==> src/rtl/fir_inverse_equalizer_if.sv <==
// Stream interface for the FIR inverse equalizer: y_in in on one
// valid/ready pair, recovered x_out out on the other.
interface fir_inverse_equalizer_if;
    logic signed [15:0] y_in;
    logic               in_valid;
    logic               in_ready;
    logic signed [7:0]  x_out;
    logic               out_valid;
    logic               out_ready;
    logic               sat;

    modport master (
        output y_in, in_valid, out_ready,
        input  in_ready, x_out, out_valid, sat
    );

    modport slave (
        input  y_in, in_valid, out_ready,
        output in_ready, x_out, out_valid, sat
    );
endinterface

==> src/rtl/fir_inverse_equalizer.sv <==
// Recursive deconvolver: x[n] = y[n] - sum h[k]*x[n-k] with one shared MAC.
// Optional FIR_INV_STATS_EN adds sat_count / sample_count outputs.
module fir_inverse_equalizer #(
    parameter int               N      = 4,
    parameter logic [8*N-1:0]   COEFFS = {8'sd4, 8'sd3, 8'sd2, 8'sd1},
    parameter int               ACC_W  = 24
) (
    input  logic clk,
    input  logic reset,
`ifdef FIR_INV_STATS_EN
    output logic [15:0] sat_count,
    output logic [15:0] sample_count,
`endif
    fir_inverse_equalizer_if.slave bus
);

    localparam int KW = $clog2(N);
    localparam logic [KW-1:0] K_LAST = KW'(N - 1);

    typedef enum logic [1:0] {IDLE, MAC, HOLD} state_t;

    state_t                   state_q, state_d;
    logic [KW-1:0]            k_q, k_d;
    logic signed [ACC_W-1:0]  acc_q, acc_d, acc_next;
    logic signed [7:0]        xh_q [1:N-1];
    logic signed [7:0]        x_q, x_d, x_sat;
    logic                     sat_q, sat_d, ovf;
    logic                     vld_q, vld_d;
    logic                     rdy_q, rdy_d;
    logic signed [7:0]        h_k, xh_k;
    logic signed [15:0]       prod;
    logic [ACC_W-8:0]         upper;
    logic                     in_xfer, out_xfer;

    assign in_xfer  = bus.in_valid && rdy_q;
    assign out_xfer = vld_q && bus.out_ready;

    // Coefficient/history select for the current term.
    always_comb begin
        h_k  = '0;
        xh_k = '0;
        for (int unsigned i = 1; i < N; i++) begin
            if (k_q == KW'(i)) begin
                h_k  = COEFFS[8*i +: 8];
                xh_k = xh_q[i];
            end
        end
    end

    assign prod     = h_k * xh_k;
    assign acc_next = acc_q - {{(ACC_W-16){prod[15]}}, prod};
    assign upper    = acc_next[ACC_W-1:7];
    assign ovf      = !((&upper) || !(|upper));
    assign x_sat    = ovf ? (acc_next[ACC_W-1] ? 8'sh80 : 8'sh7F) : acc_next[7:0];

    always_ff @(posedge clk or posedge reset) begin
        if (reset) state_q <= IDLE;
        else       state_q <= state_d;
    end

    always_comb begin
        state_d = state_q;
        case (state_q)
            IDLE:    if (in_xfer)        state_d = MAC;
            MAC:     if (k_q == K_LAST)  state_d = HOLD;
            HOLD:    if (out_xfer)       state_d = IDLE;
            default:                     state_d = IDLE;
        endcase
    end

    // in_ready is registered from the next state, so out_ready never reaches it combinationally.
    always_comb begin
        acc_d = acc_q;
        k_d   = k_q;
        x_d   = x_q;
        sat_d = sat_q;
        vld_d = vld_q;
        rdy_d = (state_d == IDLE);
        case (state_q)
            IDLE: begin
                if (in_xfer) begin
                    acc_d = {{(ACC_W-16){bus.y_in[15]}}, bus.y_in};
                    k_d   = KW'(1);
                end
            end
            MAC: begin
                acc_d = acc_next;
                k_d   = k_q + KW'(1);
                if (k_q == K_LAST) begin
                    x_d   = x_sat;
                    sat_d = ovf;
                    vld_d = 1'b1;
                end
            end
            HOLD: begin
                if (out_xfer) vld_d = 1'b0;
            end
            default: ;
        endcase
    end

    always_ff @(posedge clk or posedge reset) begin
        if (reset) begin
            acc_q <= '0;
            k_q   <= '0;
            x_q   <= '0;
            sat_q <= 1'b0;
            vld_q <= 1'b0;
            rdy_q <= 1'b0;
            for (int unsigned i = 1; i < N; i++) xh_q[i] <= '0;
        end else begin
            acc_q <= acc_d;
            k_q   <= k_d;
            x_q   <= x_d;
            sat_q <= sat_d;
            vld_q <= vld_d;
            rdy_q <= rdy_d;
            // History takes the clamped value so the recursion stays bounded.
            if (out_xfer) begin
                xh_q[1] <= x_q;
                for (int unsigned i = 2; i < N; i++) xh_q[i] <= xh_q[i-1];
            end
        end
    end

`ifdef FIR_INV_STATS_EN
    always_ff @(posedge clk or posedge reset) begin
        if (reset) begin
            sat_count    <= '0;
            sample_count <= '0;
        end else if (out_xfer) begin
            sample_count <= sample_count + 16'd1;
            if (sat_q && (sat_count != '1)) sat_count <= sat_count + 16'd1;
        end
    end
`endif

    assign bus.in_ready  = rdy_q;
    assign bus.x_out     = x_q;
    assign bus.out_valid = vld_q;
    assign bus.sat       = sat_q;

endmodule

==> src/flat_wrapper.sv <==
// flat-port wrapper written by rule: the top's interface ports become plain ports
module fir_inverse_equalizer_flat 
#(
    parameter int               N      = 4,
    parameter logic [8*N-1:0]   COEFFS = {8'sd4, 8'sd3, 8'sd2, 8'sd1},
    parameter int               ACC_W  = 24
)
  (clk, reset, bus_y_in, bus_in_valid, bus_out_ready, bus_in_ready, bus_x_out, bus_out_valid, bus_sat);
  fir_inverse_equalizer_if bus_i ();
  input  logic clk;
  input  logic reset;
  input wire logic [$bits(bus_i.y_in)-1:0] bus_y_in;
  input wire logic [$bits(bus_i.in_valid)-1:0] bus_in_valid;
  input wire logic [$bits(bus_i.out_ready)-1:0] bus_out_ready;
  output wire logic [$bits(bus_i.in_ready)-1:0] bus_in_ready;
  output wire logic [$bits(bus_i.x_out)-1:0] bus_x_out;
  output wire logic [$bits(bus_i.out_valid)-1:0] bus_out_valid;
  output wire logic [$bits(bus_i.sat)-1:0] bus_sat;
  assign bus_i.y_in = bus_y_in;
  assign bus_i.in_valid = bus_in_valid;
  assign bus_i.out_ready = bus_out_ready;
  assign bus_in_ready = bus_i.in_ready;
  assign bus_x_out = bus_i.x_out;
  assign bus_out_valid = bus_i.out_valid;
  assign bus_sat = bus_i.sat;
  fir_inverse_equalizer #(.N(N), .COEFFS(COEFFS), .ACC_W(ACC_W)) u_core (.clk(clk), .reset(reset), .bus(bus_i));
endmodule
==> config.mk <==
export PLATFORM = sky130hd
export DESIGN_NAME = fir_inverse_equalizer_flat
export DESIGN_NICKNAME = d
export VERILOG_FILES = /design/src/rtl/fir_inverse_equalizer_if.sv /design/src/rtl/fir_inverse_equalizer.sv /design/src/flat_wrapper.sv
export SDC_FILE = /design/constraint.sdc
export NUM_CORES = 1
export LEC_CHECK = 0
export CORE_MARGIN = 3
export CORE_UTILIZATION = 55
export DETAILED_ROUTE_END_ITERATION = 16
export PLACE_DENSITY = 0.77
export SLEW_MARGIN = 30
export SYNTH_ARGS = -nofsm -noshare
export SYNTH_HDL_FRONTEND = slang
export SYNTH_SLANG_ARGS = --single-unit
==> constraint.sdc <==
create_clock -name clk -period 7.7 [get_ports clk]
set_clock_uncertainty 0.2 [all_clocks]
set_input_delay 0.77 -clock clk [delete_from_list [all_inputs] [get_ports clk]]
set_output_delay 0.77 -clock clk [all_outputs]
set_load 0.1 [all_outputs]
======== After elaboration in Yosys (flattened, before gate mapping) ========
Index checks and enable logic that the tools add are counted.
Widths: inputs -> output; s select.
operators by class
  $add $sub $neg .......................... 2
  multipliers ............................. 1
  div/mod/pow operators ................... 0
  magnitude comparators ................... 0
  equal/unequal tests ..................... 8
  shift-type cells ........................ 0
  multiplexer cells ....................... 19
  bitwise operators ....................... 0
  reduce and logical (&&, ||, !) cells .... 14
operators with widths
  cell                 count
  $pmux 24 s2          1
  $mux 8               5
  $mux 24              1
  $sub 24x24->24       1
  $reduce_and 17->1    1
  $reduce_or 17->1     1
  $mul 4x8->12         1
  $mux 2               6
  $eq 2x2->1 const B   3
  $ne 2x1->1 const B   3
  $pmux 2 s3           1
  $eq 2x1->1 const B   2
  $logic_not 2->1      2
  $pmux 2 s2           1
  $reduce_and 2->1     2
  $reduce_bool 2->1    2
  $mux 3               1
  $reduce_and 3->1     1
  $add 2x1->2 const B  1
  $logic_and 1x1->1    2
  $logic_not 1->1      2
  $mux 1               2
  $pmux 1 s2           1
  $logic_or 1x1->1     1
word-level totals
  flip-flop bits (word level) ............. 63
  bits in latches ......................... 0
  memory bits (writable) .................. 0
  ROM bits ................................ 0
  bits of input ports ..................... 20
  output and inout bits ................... 11
  word-level logic and storage cells ...... 54
  memories kept ........................... 0

======== Logic depth before layout (Yosys ltp) ========
  depth after elaboration ................. 10
  depth in mapped cells ................... 36
  depth with buffers taken out ............ 35

======== Least setup slack after synthesis ========
No wires, ideal clock.
  path kind ............................... reg-to-reg
  from .................................... reg u_core.k_q[0]
  to ...................................... reg u_core.x_q[0] (netlist: u_core.bus.x_out[0])
  library setup time ...................... 0.123 ns
  arrival ................................. 6.966 ns
  required time ........................... 7.377 ns
  slack ................................... 0.410 ns
  cell stages (with the launch flop) ...... 36
  buffers on the path ..................... 2
  period minus slack after synthesis ...... 7.290 ns
  cell sequence ........................... dfrtp_1 > inv_1 > ha_1 > clkbuf_1 > nor2_1 > a21oi_1 > nor2_1 > nor2_1 > nor2b_1 > fa_1 > ha_1 > inv_1 > fa_1 > inv_1 > ha_1 > inv_1 > fa_1 > nor2b_1 > o21ai_0 > nand2b_1 > a21o_1 > a21o_1 > a21o_1 > a21o_1 > or3b_2 > ha_1 > clkbuf_1 > a21o_1 > a2111oi_2 > nand3_1 > and4_1 > or3_1 > a21oi_1 > and4b_1 > a21oi_2 > o221a_2
on the way
  cells in the longest elaborated chain, start to end .. 10
  elaborated cells on any way between the ends .. 18
  those cells by class .................... 1 x add/sub; 1 x mul; 3 x eq/ne; 8 x mux; 5 x reduce/logical
ends and longest elaborated chain
  element                                         line                          source
  start: declaration                              fir_inverse_equalizer.sv:23   logic [KW-1:0] k_q, k_d;
  start signal: assignment                        fir_inverse_equalizer.sv:113  k_q <= k_d;
  $eq 2x1->1                                      fir_inverse_equalizer.sv:43   if (k_q == KW'(i)) begin
  $mux 8 or $mux 2 (tied branches) (2 in series)  fir_inverse_equalizer.sv:43
  $mux 8 or $mux 3 (tied branches)                fir_inverse_equalizer.sv:43
  $mul 4x8->12                                    fir_inverse_equalizer.sv:50   assign prod = h_k * xh_k;
  $sub 24x24->24                                  fir_inverse_equalizer.sv:51   assign acc_next = acc_q - {{(ACC_W-16){prod[15]}}, prod};
  $reduce_or 17->1                                fir_inverse_equalizer.sv:53   assign ovf = !((&upper) || !(|upper));
  $logic_not 1->1                                 fir_inverse_equalizer.sv:53
  $logic_or 1x1->1                                fir_inverse_equalizer.sv:53
  $mux 8                                          fir_inverse_equalizer.sv:54   assign x_sat = ovf ? (acc_next[ACC_W-1] ? 8'sh80 : 8'sh7F) : acc_next[7:0];
  end signal: assignment                          fir_inverse_equalizer.sv:106  x_q <= '0;
  end signal: assignment                          fir_inverse_equalizer.sv:114  x_q <= x_d;
  end: declaration                                fir_inverse_equalizer.sv:26   logic signed [7:0] x_q, x_d, x_sat;
Several ways; a longest one is shown, not always the timed one.
A chain may end at the register's enable or synchronous reset.

======== Worst setup path in the final report ========
  from .................................... reg u_core.k_q[0]
  to ...................................... reg u_core.x_q[1] (netlist: u_core.bus.x_out[1])
The elaborated chain is that of the path after synthesis.

==> reports/qor.yml <==
status: "completed"
syn_nets: 660
grt_max_degree: 64
avgSynthCellArea_um2: 9.11
cp_slowest_cell: "fa_1"
wire_per_inst_um: 17.8
ys.flop_type: "dfrtp_1"
whs_ns: 0.303
hold_class: "flip-flop to flip-flop"
num_rows: 34
layout.nets: 693
setup_viol: 0
final_cell_mix: "dfrtp_1, nand2_1, ha_1, a21oi_1, nor2_1"
multi_input_area_um2: 3540
ioPinCount: 31
clk_path_buf_depth: 2
cap_violations: 0
cpMostUsedCell: "a21o_1"
clockRootBuffer: "clkbuf_8"
die_x_um: 104
gp_congestion: 0.926
grt_antenna_before_repair: 0
critical_path_buf_inv_count: 2
worstPathArrival_ns: 7.43
drt_iter0_drc: 284
yosys.area.top_type: "dfrtp_1"
worst-path-stages: 28
finalWorstSetupSlack_ns: 0.311
synthCells: 575
initial_core_util_pct: 58.4
num_vias: 4444
drcViolationCount: 0
io_buffers: 30
routed_via_density: 6.02
grt_pass1_wl_um: 21200
fin_crit_ns: 7.39
coreArea_um2: 8980
slew_headroom_pct: 33.5
ys_seq_elements: 63
gr-usage-all-layers_pct: 24.3
r2r_slack_ns: 0.31
utilization_pct: 66.9
clkTransAtPathRegs_ns: 0.07
cts.sinks: 63
synthArstFlopShare_pct: 100
fin_crit_sh_pct: 96.0
yosysSeqAreaShare_pct: 30.1
fillers: 739
start_kind: "flip-flop"
post-place-ws_ns: 0.000728
cp-end-kind: "flip-flop"
dp_hpwl_um: 9610
cts_tree: "done"
fmaxAchievable_mhz: 135
synth_warnings: 0
cts_buffers: 9
dieArea_um2: 10700
cp_slowest_stage_delay_ns: 0.54
tightest_slew_ns: 0.994
grt_pass1_vias: 4304
synth_area_um2: 5240
seqCellArea_um2: 1580
r2r-start: "u_core.k_q[0]"
worstPathRequired_ns: 7.74
cpLargestDelayFamily: "adder cells"
cts-htree-levels: 3
die_y_um: 104
cp-startpoint: "u_core.k_q[0]"
r2r_end: "u_core.bus.x_out[1]"
hold_buffers: 0
critPathKind: "flip-flop to flip-flop"
synth_top_area_share_pct: 30.1
ant_nets: 0
final_common_cell: "dfrtp_1"
antenna_cells: 0
drt-pass1-iter-count: 5
synth_cell_types: 63
synth_area_leaders: "dfrtp_1, ha_1, mux2_2, a21oi_1, nand2_1"
hold_viol: 0
area_delta_synth_final_pct: 14.7
grt_remaining_overflow: 0
synth_edf_count: 0
rr_worst_depth: 28
clk_latency_ns: 0.36
drv_slew: 0
drive_above_1_share_pct: 15.2
endpoint: "u_core.bus.x_out[1]"
crit_fanout: 9
wl_um: 13100
-- metrics by stage --
stage / instances / instance area, um^2 / TNS, ns
2_1_floorplan: 575 / 5240 / 0
6_report: 738 / 6010 / 0
3_3_place_gp: 719 / 5690 / 0
3_5_place_dp: 719 / 5690 / 0
5_1_grt: 738 / 6010 / -0.0323
4_1_cts: 734 / 5900 / 0
-- worst min-delay path, stage by stage, from the launching register on --
cell and delay, ns:
dfrtp_1 0.36, nand2_1 0.05, o21ai_0 0.06
-- Yosys cell counts (3+ instances only) --
library cell / instances
a211o_1: 4
a211oi_1: 3
a21o_1: 15
a21oi_1: 47
a21oi_2: 3
a22oi_1: 4
a31oi_1: 3
and2_1: 13
and3_1: 6
and4_1: 3
clkbuf_1: 19
dfrtp_1: 63
fa_1: 8
ha_1: 57
inv_1: 33
mux2_2: 24
mux2i_1: 11
nand2_1: 58
nand2b_1: 10
nand3_1: 13
nand4_1: 4
nor2_1: 43
nor2b_1: 12
nor3_1: 8
o211ai_1: 6
o21a_1: 6
o21ai_0: 26
o21bai_1: 4
o221a_2: 8
xnor2_1: 15
xor2_1: 4
-- layout make-up --
class	instances	share of cell area [%]
Clock buffer	12	2.58
Timing Repair Buffer	44	6.75
Inverter	33	2.06
Sequential cell	63	26.3
Clock inverter	3	0.708
Multi-Input combinational cell	457	59.0
Tap cell	126	2.62
-- worst min-delay path by stage --
stage,end,depth (start not counted),startpoint
after floorplan,u_core.acc_q[0],2,u_core.acc_q[0]
after global placement,u_core.acc_q[0],2,u_core.acc_q[0]
after detailed placement,u_core.xh_q[2],1,u_core.xh_q[2]
after CTS,u_core.xh_q[4],1,u_core.xh_q[4]
after global routing,u_core.xh_q[4],1,u_core.xh_q[4]
final,u_core.acc_q[6],2,u_core.acc_q[6]
-- flip-flops by register name, indices dropped and copies added, names as in the netlist --
name and count:
u_core.xh_q 24, u_core.bus.out_valid 1, u_core.state_q 2, u_core.bus.sat 1, u_core.bus.in_ready 1, u_core.acc_q 24, u_core.bus.x_out 8, u_core.k_q 2
-- cell families (layout without fill, tap and decap cells) --
logic type               count (synthesis)  in the layout  share of synthesized area (%)
adder cells (fa/ha/maj)                 65             65                           16.7
AO/OA/AOI/OAI                          150            150                           20.5
AND/OR/NAND/NOR                        187            187                           17.8
buffers and inverters                   55             92                           3.99
flip-flops                              63             63                           30.1
multiplexers                            35             35                           7.26
XOR/XNOR                                20             20                           3.61
-- layer usage --
layer	routed length [um]	up-vias	track usage (%)
met4	339	0	10.4
li1	-	2126	-
met3	714	26	4.66
met1	5580	2173	30.1
met5	0	-	0
met2	6480	119	41.6
-- timing repair --
item,4_1_cts,5_1_grt
endpoints found under the setup margin,8,10
resized for setup,2,18
cloned,0,0
buffers inserted,0,4
pin swaps,0,10
Power is left out: the tool's default activity adds up to more than one toggle a clock period on the data nets, which glitch-free logic cannot reach.
==> RTL edit (same settings) <==
`ACC_W` is set to 24 in 2 places; all go to 32.
--- a/src/rtl/fir_inverse_equalizer.sv
+++ b/src/rtl/fir_inverse_equalizer.sv
@@ -5,3 +5,3 @@
     parameter logic [8*N-1:0]   COEFFS = {8'sd4, 8'sd3, 8'sd2, 8'sd1},
-    parameter int               ACC_W  = 24
+    parameter int               ACC_W  = 32
 ) (
--- a/src/flat_wrapper.sv
+++ b/src/flat_wrapper.sv
@@ -5,3 +5,3 @@
     parameter logic [8*N-1:0]   COEFFS = {8'sd4, 8'sd3, 8'sd2, 8'sd1},
-    parameter int               ACC_W  = 24
+    parameter int               ACC_W  = 32
 )
Function: same outputs for any inputs over 10 cycles, from zero or initial values and one cycle with reset high; that may be too few to reach the edited logic, so the function may still have changed.
==> RTL edit against the original RTL <==
Critical path depth increased by 5; sequential cell count increased by 8; wire length increased by 35%; synthesized area increased by 18%; design area increased by 23%; setup slack got worse by 46 ps; non-clock buffer count increased by 20; critical path type unchanged.
Power is left out: the tool's default activity adds up to more than one toggle a clock period on the data nets, which glitch-free logic cannot reach.
==> RTL edit: results (changes against the original RTL) <==
Run status
  • Outcome: complete, no violations (unchanged)

STA
  • Slew Limit Headroom: 0.350 (was 0.335)

Routing
  • Average wire length per cell after detail routing: 19.4 µm (was 17.8 µm)
  • WL met3: 1.06 mm (was 714 µm)
  • Met1 Wirelength: 8.19 mm (was 5.58 mm)
  • Count of routing violations after the opening detailed-route iteration: 421 (was 284)
  • Met2 layer wire length in the routed design: 8.22 mm (was 6.48 mm)

Finish
  • Count of fill cells added during filler insertion: 877 (was 739)
  • Total of plain and repair buffers excluding clock buffers: 64 (was 44)
  • Non-Clock Inverter Count: 49 (was 33)
  • Ratio of cells with drive above 1 in the final layout: 0.180 (was 0.152)
  • Final nets: 857 (was 693)
  • Register Area: 1780 µm² (was 1580 µm²)
  • Final standard cell area without fillers: 7370 µm² (was 6010 µm²)
  • Clock buffers: 10 (was 12)
  • Proportion of cell area occupied by multi-input gates: 0.592 (was 0.590)
  • Non-Clock Buffer Area Fraction: 0.0777 (was 0.0675)
  • Clock distribution area overhead in the final layout: 0.0404 (was 0.0329)

Clock tree
  • Clk Tree Root Cell: sky130_fd_sc_hd__clkbuf_16 (was sky130_fd_sc_hd__clkbuf_8)
  • Number of clock sinks: 71 (was 63)
  • Clock latency on the worst-skew pair: 340 ps (was 360 ps)

Synthesis
  • Top post-synthesis cells by area: sky130_fd_sc_hd__dfrtp_1, sky130_fd_sc_hd__ha_1, sky130_fd_sc_hd__a21oi_1 (was sky130_fd_sc_hd__dfrtp_1, sky130_fd_sc_hd__ha_1, sky130_fd_sc_hd__mux2_2)
  • Area share of fa/ha/maj cells after synthesis: 0.141 (was 0.167)
  • Register area share after synthesis: 0.287 (was 0.301)
  • Xor-xnor portion of the synthesized cell area: 0.0404 (was 0.0361)
  • Synthesized net count: 813 (was 660)
  • Unique cell type count in the Yosys netlist: 81 (was 63)
  • Share of cell area taken by muxes after synthesis: 0.0631 (was 0.0726)

Critical path
  • CP Max Fanout: 8 (was 9)
  • Crit path DAT: 7490 ps (was 7430 ps)
  • Worst Reg-to-Reg Cells: 33 (was 28)

GRT
  • Wire length of the first global-routing pass: 28.2 mm (was 21.2 mm)
  • GRT Util Overall: 0.277 (was 0.243)
  • Maximum number of pins on one net before global-route repair: 72 (was 64)
  • Via count of the first global-routing pass: 5537 (was 4304)
  • Met2 Use GR: 0.426 (was 0.416)
  • GR Util met1: 0.403 (was 0.301)

Placement
  • HPWL Detailed: 12.9 mm (was 9.61 mm)
  • Area post-placement: 6670 µm² (was 5690 µm²)

Floorplan
  • Die width: 112 µm (was 104 µm)
[RTL edit: cell types whose count changed after synthesis, sizes merged, moves of 12 or more]
cell	delta
nor2	+21
a21oi	+16
inv	+16
o21ai	+15
nor3	+12
[RTL edit: through the flow]
stage,hold slack [ps],cells
2_1_floorplan,245,728
3_3_place_gp,270,886
3_5_place_dp,286,886
4_1_cts,293,902
5_1_grt,313,917
6_report,297,917
[RTL edit: final timing paths]
path	startpoint	endpoint	slack, ps
max reg2reg	u_core.k_q[0]	u_core.bus.x_out[0]	270
min in group asynchronous	reset	u_core.bus.out_valid	730
min	u_core.acc_q[4]	u_core.acc_q[4]	300
max in group asynchronous	reset	u_core.k_q[0]	6080
max	u_core.k_q[0]	u_core.bus.x_out[0]	270
min reg2reg	u_core.acc_q[4]	u_core.acc_q[4]	300
[RTL edit: worst min-delay path: stages (launching register included)]
cell and delay (ps):
sky130_fd_sc_hd__dfrtp_1 350, sky130_fd_sc_hd__nand2_1 60, sky130_fd_sc_hd__nand2_1 50
